File: config.mk
export PLATFORM = sky130hd
export DESIGN_NAME = pipe_hazard_unit
export DESIGN_NICKNAME = d
export VERILOG_FILES = /design/src/rtl/pipe_hazard_unit.sv
export SDC_FILE = /design/constraint.sdc
export NUM_CORES = 1
export LEC_CHECK = 0
export CORE_MARGIN = 2
export CORE_UTILIZATION = 39
export DETAILED_ROUTE_END_ITERATION = 10
export GPL_TIMING_DRIVEN = 0
export PLACE_DENSITY_LB_ADDON = 0.15
export SETUP_SLACK_MARGIN = 0.5
export SLEW_MARGIN = 0
export SYNTH_ARGS = -nofsm -noshare
export SYNTH_HDL_FRONTEND = slang
export SYNTH_SLANG_ARGS = --single-unit
File: constraint.sdc
create_clock -name clk -period 2.3 [get_ports clk]
set_input_delay 0.575 -clock clk [delete_from_list [all_inputs] [get_ports clk]]
set_output_delay 0.575 -clock clk [all_outputs]
set_load 0.1 [all_outputs]
File: src/rtl/pipe_hazard_unit.sv
// Hazard, forwarding and flush controller beside the ID stage of the MIPS pipeline.
// Latency: fwd/stall/bubble/stall_cnt/RUN flush are combinational; scoreboard and FSM update on clk.
// Backpressure: asserts stall (hold PC and IF/ID) and bubble (NOP into ID/EX) on load-use hazards.
//
// Ports:
//   clk, reset_n          core clock, asynchronous active-low reset
//   id_valid .. id_ctrl_taken   decoded ID-stage instruction fields
//   fwd_a, fwd_b          operand source: 0 = register file, k+1 = scoreboard entry k
//   stall, bubble, flush  pipeline control
//   state                 0 = RUN, 1 = LSTALL, 2 = FLUSH
//   stall_cnt             remaining load-stall cycles including the current one
module pipe_hazard_unit #(
    parameter int REG_AW       = 5,
    parameter int FWD_DEPTH    = 2,
    parameter int LOAD_LAT     = 1,
    parameter int CTRL_BUBBLES = 1
) (
    input  logic              clk,
    input  logic              reset_n,
    input  logic              id_valid,
    input  logic [REG_AW-1:0] id_rs,
    input  logic [REG_AW-1:0] id_rt,
    input  logic              id_use_rs,
    input  logic              id_use_rt,
    input  logic              id_wreg,
    input  logic [REG_AW-1:0] id_dest,
    input  logic              id_is_load,
    input  logic              id_ctrl_taken,
    output logic [2:0]        fwd_a,
    output logic [2:0]        fwd_b,
    output logic              stall,
    output logic              bubble,
    output logic              flush,
    output logic [1:0]        state,
    output logic [2:0]        stall_cnt
);

    localparam logic [1:0] ST_RUN    = 2'd0;
    localparam logic [1:0] ST_LSTALL = 2'd1;
    localparam logic [1:0] ST_FLUSH  = 2'd2;

    localparam logic [2:0] LOAD_LAT_3 = 3'(LOAD_LAT);
    localparam logic [2:0] CTRL_BUB_3 = 3'(CTRL_BUBBLES);

    typedef struct packed {
        logic              valid;
        logic              wreg;
        logic [REG_AW-1:0] dest;
        logic              is_load;
    } sb_entry_t;

    // sb[0] is the instruction now in EX, sb[1] in MEM, and so on.
    sb_entry_t  sb [FWD_DEPTH];

    logic [1:0] state_q;
    logic [1:0] state_d;
    logic [2:0] cnt_q;
    logic [2:0] cnt_d;

    logic       hit_a, hit_b;
    logic       ld_a, ld_b;
    logic [2:0] k_a, k_b;
    logic       lh_a, lh_b;
    logic       hazard;
    logic [2:0] k_min;
    logic [2:0] run_cnt;
    logic       issue;

    logic [2:0] fwd_a_c, fwd_b_c;
    logic       stall_c, bubble_c, flush_c;
    logic [2:0] stall_cnt_c;

    function automatic logic src_match(input logic              use_s,
                                       input logic [REG_AW-1:0] s,
                                       input sb_entry_t         e);
        return use_s && (s != '0) && e.valid && e.wreg && (e.dest == s);
    endfunction

    // Scan from the oldest entry down so the youngest (lowest k) match wins.
    always_comb begin
        hit_a = 1'b0;
        ld_a  = 1'b0;
        k_a   = 3'd0;
        hit_b = 1'b0;
        ld_b  = 1'b0;
        k_b   = 3'd0;
        for (int k = FWD_DEPTH - 1; k >= 0; k--) begin
            if (src_match(id_use_rs, id_rs, sb[k])) begin
                hit_a = 1'b1;
                ld_a  = sb[k].is_load;
                k_a   = 3'(k);
            end
            if (src_match(id_use_rt, id_rt, sb[k])) begin
                hit_b = 1'b1;
                ld_b  = sb[k].is_load;
                k_b   = 3'(k);
            end
        end
    end

    // Load data is not yet available in entries younger than LOAD_LAT.
    assign lh_a = hit_a && ld_a && (k_a < LOAD_LAT_3);
    assign lh_b = hit_b && ld_b && (k_b < LOAD_LAT_3);

    assign fwd_a_c = (hit_a && !lh_a) ? (k_a + 3'd1) : 3'd0;
    assign fwd_b_c = (hit_b && !lh_b) ? (k_b + 3'd1) : 3'd0;

    // The youngest hazarding producer sets the stall length.
    always_comb begin
        k_min = 3'd0;
        if (lh_a && lh_b) begin
            k_min = (k_a < k_b) ? k_a : k_b;
        end else if (lh_a) begin
            k_min = k_a;
        end else if (lh_b) begin
            k_min = k_b;
        end
    end

    assign hazard  = id_valid && (lh_a || lh_b);
    assign run_cnt = LOAD_LAT_3 - k_min;

    always_comb begin
        state_d     = state_q;
        cnt_d       = cnt_q;
        stall_c     = 1'b0;
        bubble_c    = 1'b0;
        flush_c     = 1'b0;
        stall_cnt_c = 3'd0;
        case (state_q)
            ST_RUN: begin
                // Hazard outranks a taken transfer: the branch must see fresh operands first.
                if (hazard) begin
                    stall_c     = 1'b1;
                    bubble_c    = 1'b1;
                    stall_cnt_c = run_cnt;
                    if (run_cnt != 3'd1) begin
                        state_d = ST_LSTALL;
                        cnt_d   = run_cnt - 3'd1;
                    end
                end else if (id_valid && id_ctrl_taken) begin
                    flush_c = 1'b1;
                    if (CTRL_BUB_3 != 3'd1) begin
                        state_d = ST_FLUSH;
                        cnt_d   = CTRL_BUB_3 - 3'd1;
                    end
                end
            end
            ST_LSTALL: begin
                stall_c     = 1'b1;
                bubble_c    = 1'b1;
                stall_cnt_c = cnt_q;
                if (cnt_q <= 3'd1) begin
                    state_d = ST_RUN;
                    cnt_d   = 3'd0;
                end else begin
                    cnt_d = cnt_q - 3'd1;
                end
            end
            ST_FLUSH: begin
                flush_c = 1'b1;
                if (cnt_q <= 3'd1) begin
                    state_d = ST_RUN;
                    cnt_d   = 3'd0;
                end else begin
                    cnt_d = cnt_q - 3'd1;
                end
            end
            default: begin
                state_d = ST_RUN;
                cnt_d   = 3'd0;
            end
        endcase
    end

    // During FLUSH the ID contents are being killed, so nothing is issued.
    assign issue = id_valid && !stall_c && (state_q != ST_FLUSH);

    always_ff @(posedge clk or negedge reset_n) begin
        if (!reset_n) begin
            state_q <= ST_RUN;
            cnt_q   <= 3'd0;
            for (int k = 0; k < FWD_DEPTH; k++) begin
                sb[k] <= '0;
            end
        end else begin
            state_q <= state_d;
            cnt_q   <= cnt_d;
            if (issue) begin
                sb[0] <= '{valid: 1'b1, wreg: id_wreg, dest: id_dest, is_load: id_is_load};
            end else begin
                sb[0] <= '0;
            end
            for (int k = 1; k < FWD_DEPTH; k++) begin
                sb[k] <= sb[k-1];
            end
        end
    end

    // Combinational outputs are forced quiet while reset is held, whatever ID presents.
    assign fwd_a     = reset_n ? fwd_a_c     : 3'd0;
    assign fwd_b     = reset_n ? fwd_b_c     : 3'd0;
    assign stall     = reset_n ? stall_c     : 1'b0;
    assign bubble    = reset_n ? bubble_c    : 1'b0;
    assign flush     = reset_n ? flush_c     : 1'b0;
    assign stall_cnt = reset_n ? stall_cnt_c : 3'd0;
    assign state     = state_q;

endmodule

==> flow_results.xml, run 1 <==
<?xml version="1.0" encoding="UTF-8"?>
<metrics>
  <group name="pwr">
    <metric name="fin_total_pwr" unit="uW">700.5</metric>
    <metric name="cellLeakagePower" unit="uW">0.0008106</metric>
    <metric name="peakVddDrop" unit="uV">465.2</metric>
    <metric name="power_per_cell_area" unit="mW/mm^2">372.0</metric>
  </group>
  <group name="yosys">
    <metric name="synthDistinctLibCells" unit="">28</metric>
    <metric name="syn-mean-instance-area" unit="um^2">9.875</metric>
    <metric name="dominantRegCellSynth" unit="">sky130_fd_sc_hd__dfrtp_1</metric>
    <metric name="ys_async_sr_fraction" unit="%">100.0</metric>
    <metric name="synth-seq-area-share" unit="%">47.20</metric>
    <metric name="synth_enable_flop_cells" unit="">0</metric>
    <metric name="synth.cell_area" unit="mm^2">0.001007</metric>
    <metric name="yosys_warnings" unit="">0</metric>
    <metric name="synth.ff_latch_count" unit="">19</metric>
    <metric name="netlist_instances" unit="">102</metric>
  </group>
  <group name="place">
    <metric name="post-dp-hpwl" unit="mm">1.671</metric>
    <metric name="place_area" unit="mm^2">0.001488</metric>
    <metric name="portBuffers" unit="">33</metric>
    <metric name="final_weighted_congestion_in_routability_driven_placement" unit="">0.7599</metric>
    <metric name="placement.setup.worst_slack" unit="ns">-2.306</metric>
  </group>
  <group name="setup_path">
    <metric name="start_kind" unit="">input port</metric>
    <metric name="r2r_cells" unit="">12</metric>
    <metric name="critPathMaxStageDelay" unit="ns">0.53</metric>
    <metric name="crit_startpoint" unit="">id_rt[4]</metric>
    <metric name="reg2reg_to" unit="">sb[15]$_DFF_PN0_</metric>
    <metric name="rrSetupSlack" unit="ns">0.11</metric>
    <metric name="worst-endpoint-arrival" unit="ns">2.17</metric>
    <metric name="critPathMaxFanout" unit="">4</metric>
    <metric name="crit_end_element" unit="">output port</metric>
    <metric name="cell_by_cell_listing_of_the_critical_path" unit="">buf_8 -&gt; or4_4 -&gt; o21ai_4 -&gt; nor4_4 -&gt; o21a_1 -&gt; buf_6 -&gt; a31o_4 -&gt; buf_12</metric>
    <metric name="cp_slowest_cell" unit="">sky130_fd_sc_hd__or4_4</metric>
    <metric name="cp.required" unit="ns">1.73</metric>
    <metric name="r2r_start" unit="">sb[10]$_DFF_PN0_</metric>
    <metric name="crit_type" unit="">in -&gt; out</metric>
  </group>
  <group name="floorplanning">
    <metric name="die_w" unit="um">54.82</metric>
    <metric name="row_count" unit="">18</metric>
    <metric name="floorplan.initialDensity" unit="%">41.03</metric>
    <metric name="i_o_pin_total" unit="">37</metric>
    <metric name="core-area" unit="mm^2">0.002455</metric>
    <metric name="die_height" unit="um">54.82</metric>
    <metric name="die-area" unit="mm^2">0.003005</metric>
  </group>
  <group name="timing">
    <metric name="setup_tns" unit="ns">-2.816</metric>
    <metric name="setup_failing_eps_final" unit="">14</metric>
    <metric name="maxClockFrequency" unit="MHz">364.4</metric>
    <metric name="hold_slack" unit="ns">0.1749</metric>
    <metric name="worst_clock_skew" unit="ns">0.005922</metric>
    <metric name="fin_ws" unit="ns">-0.4443</metric>
    <metric name="report.final.hold_viol_count" unit="">0</metric>
    <metric name="period_needed" unit="ns">2.744</metric>
    <metric name="drv_slew" unit="">0</metric>
    <metric name="layout_worst_path_cycle_share" unit="%">119.3</metric>
    <metric name="grt_setup_unrepaired" unit="">true</metric>
  </group>
  <group name="run_status">
    <metric name="outcome" unit="">finished with violations</metric>
    <metric name="violations" unit="">setup timing</metric>
  </group>
  <group name="clock_tree">
    <metric name="clkTransAtPathRegs" unit="ns">0.11</metric>
    <metric name="clkSinkCount" unit="">19</metric>
    <metric name="cts_tree" unit="">yes</metric>
    <metric name="worstSkewPairLatency" unit="ns">0.29</metric>
    <metric name="cts.htree.levels" unit="">1</metric>
    <metric name="total_of_hold_buffers_inserted_after_clock_tree_synthesis" unit="">0</metric>
    <metric name="cts_made_buffers" unit="">3</metric>
    <metric name="max-clock-path-buffers" unit="">2</metric>
    <metric name="clk_root_buffer_cell" unit="">sky130_fd_sc_hd__clkbuf_4</metric>
  </group>
  <group name="worst_hold_path">
    <metric name="timing.hold.worst.class" unit="">in -&gt; async</metric>
  </group>
  <group name="layout">
    <metric name="top_library_cells_by_usage_in_the_layout_fill_and_taps_aside" unit="">18 x sky130_fd_sc_hd__dfrtp_1, 13 x sky130_fd_sc_hd__buf_4, 11 x sky130_fd_sc_hd__nand2_1</metric>
    <metric name="mostFrequentLayoutCell" unit="">sky130_fd_sc_hd__dfrtp_1</metric>
    <metric name="layout-drive-gt1-share" unit="%">47.77</metric>
    <metric name="design_area" unit="mm^2">0.001883</metric>
    <metric name="final_nets" unit="">182</metric>
    <metric name="antennaDiodeCount" unit="">0</metric>
    <metric name="area_growth_syn_to_layout" unit="%">86.96</metric>
  </group>
  <group name="drt">
    <metric name="first_iter_violations" unit="">20</metric>
    <metric name="drcViolationCount" unit="">0</metric>
    <metric name="wire_per_inst" unit="um">14.47</metric>
    <metric name="vias" unit="">924</metric>
    <metric name="detailedRoute.firstPassIterationCount" unit="">4</metric>
    <metric name="antenna_violating_nets_post_route" unit="">0</metric>
    <metric name="finalWirelength" unit="mm">2.705</metric>
    <metric name="detail_route.vias_per_cell" unit="">4.941</metric>
  </group>
  <group name="global_route">
    <metric name="grt_pass1_wl" unit="mm">3.808</metric>
    <metric name="grt_antenna_before_repair" unit="">0</metric>
    <metric name="grt_max_degree" unit="">12</metric>
    <metric name="grt.overflow.total" unit="">0</metric>
    <metric name="grtUsageTotal" unit="%">18.19</metric>
    <metric name="number_of_global_route_vias_before_repair" unit="">856</metric>
  </group>
  <group name="job">
    <metric name="maxCapViolations" unit="">0</metric>
  </group>
</metrics>
## where the power goes
group	switching [uW]	internal [uW]
clock network	97.0	64.6
logic	90.2	89.4
registers	12.1	347
## sequential cells by signal, indices dropped and copies added (netlist names)
register / flops
sb: 15
state: 1
cnt_q: 3
## worst max-delay path: cells and delay by family
| kind | cells | cell delay [ns] |
|---|---|---|
| compound gates | 3 | 0.59 |
| simple gates | 2 | 0.61 |
| buf+inv | 3 | 0.38 |
## layer usage
metal | wire length, um | track usage, % | part of all wire [%] | up-vias
met1 | 1050 | 22.30 | 39 | 437
met3 | 130 | 2.186 | 4.8 | 8
met4 | 76 | 7.500 | 2.8 | 0
met5 | 0 | 0 | 0 | -
li1 | - | - | - | 450
met2 | 1447 | 31.94 | 53 | 29
## synth_stat cells, types with 2 or more instances
master / n / area [um^2]
sky130_fd_sc_hd__o21a_1: 2 / 15.01
sky130_fd_sc_hd__buf_4: 4 / 30.03
sky130_fd_sc_hd__inv_1: 2 / 7.510
sky130_fd_sc_hd__or4_1: 3 / 22.52
sky130_fd_sc_hd__xor2_1: 10 / 87.58
sky130_fd_sc_hd__nand2_1: 13 / 48.80
sky130_fd_sc_hd__o21ai_0: 2 / 10.01
sky130_fd_sc_hd__nand4_1: 4 / 25.02
sky130_fd_sc_hd__a21oi_1: 2 / 10.01
sky130_fd_sc_hd__dfrtp_1: 19 / 475.5
sky130_fd_sc_hd__nor2b_1: 2 / 12.51
sky130_fd_sc_hd__nor4_1: 4 / 25.02
sky130_fd_sc_hd__xnor2_1: 10 / 87.58
sky130_fd_sc_hd__and3b_1: 2 / 17.52
sky130_fd_sc_hd__nor2_1: 10 / 37.54
## cells by family (layout without fill, tap and decap cells)
family / after synthesis / count (layout) / synth area share (%)
buffers and inverters: 9 / 62 / 5.590
AOI/OAI and AO/OA: 10 / 10 / 6.583
xor gates and xnor gates: 20 / 20 / 17.39
adders and majority gates: 1 / 1 / 1.242
other: 1 / 3 / 0.3723
DFF: 19 / 19 / 47.21
and+or+nand+nor: 42 / 42 / 21.62
## how the worst max path moves through the flow
| stage | to | slack [ns] |
|---|---|---|
| 2_1_floorplan | fwd_a[1] | -0.69 |
| 3_3_place_gp | fwd_a[1] | -2.28 |
| 3_5_place_dp | fwd_a[1] | -2.31 |
| 4_1_cts | stall_cnt[0] | -0.47 |
| 5_1_grt | stall | -0.50 |
| 6_report | stall_cnt[0] | -0.44 |
## final cells by class
cell class | count | area [um^2]
Sequential cell | 19 | 479.2
Tap cell | 30 | 37.54
Multi-Input combinational cell | 76 | 666.9
Inverter | 2 | 7.507
Clock buffer | 3 | 22.52
Timing Repair Buffer | 49 | 589.3
Clock inverter | 1 | 5.005
Fill cell | 164 | 571.8
Buffer | 7 | 75.07
## what timing repair did
action / 4_1_cts / 5_1_grt
buffers inserted: 12 / 3
setup endpoints to repair: 19 / 18
gates cloned: 1 / 0
gates resized for setup: 169 / 14
pin swaps: 22 / 10
## through the flow
| step | util (%) | cells |
|---|---|---|
| 2_1_floorplan | - | 104 |
| 3_3_place_gp | 60.60 | 167 |
| 3_5_place_dp | 60.60 | 167 |
| 4_1_cts | 73.34 | 184 |
| 5_1_grt | 76.71 | 187 |
| 6_report | 76.71 | 187 |
Power figures use the tool's default switching activity.
==> inputs of run 2 (changes only) <==
--- a/config.mk
+++ b/config.mk
@@ -7,6 +7,7 @@
 export LEC_CHECK = 0
 export CORE_MARGIN = 2
 export CORE_UTILIZATION = 39
+export CTS_CLUSTER_DIAMETER = 60
 export DETAILED_ROUTE_END_ITERATION = 10
 export GPL_TIMING_DRIVEN = 0
 export PLACE_DENSITY_LB_ADDON = 0.15
==> results of run 2 <==
Final layout, timing and power as in run 1 (identical DEF).
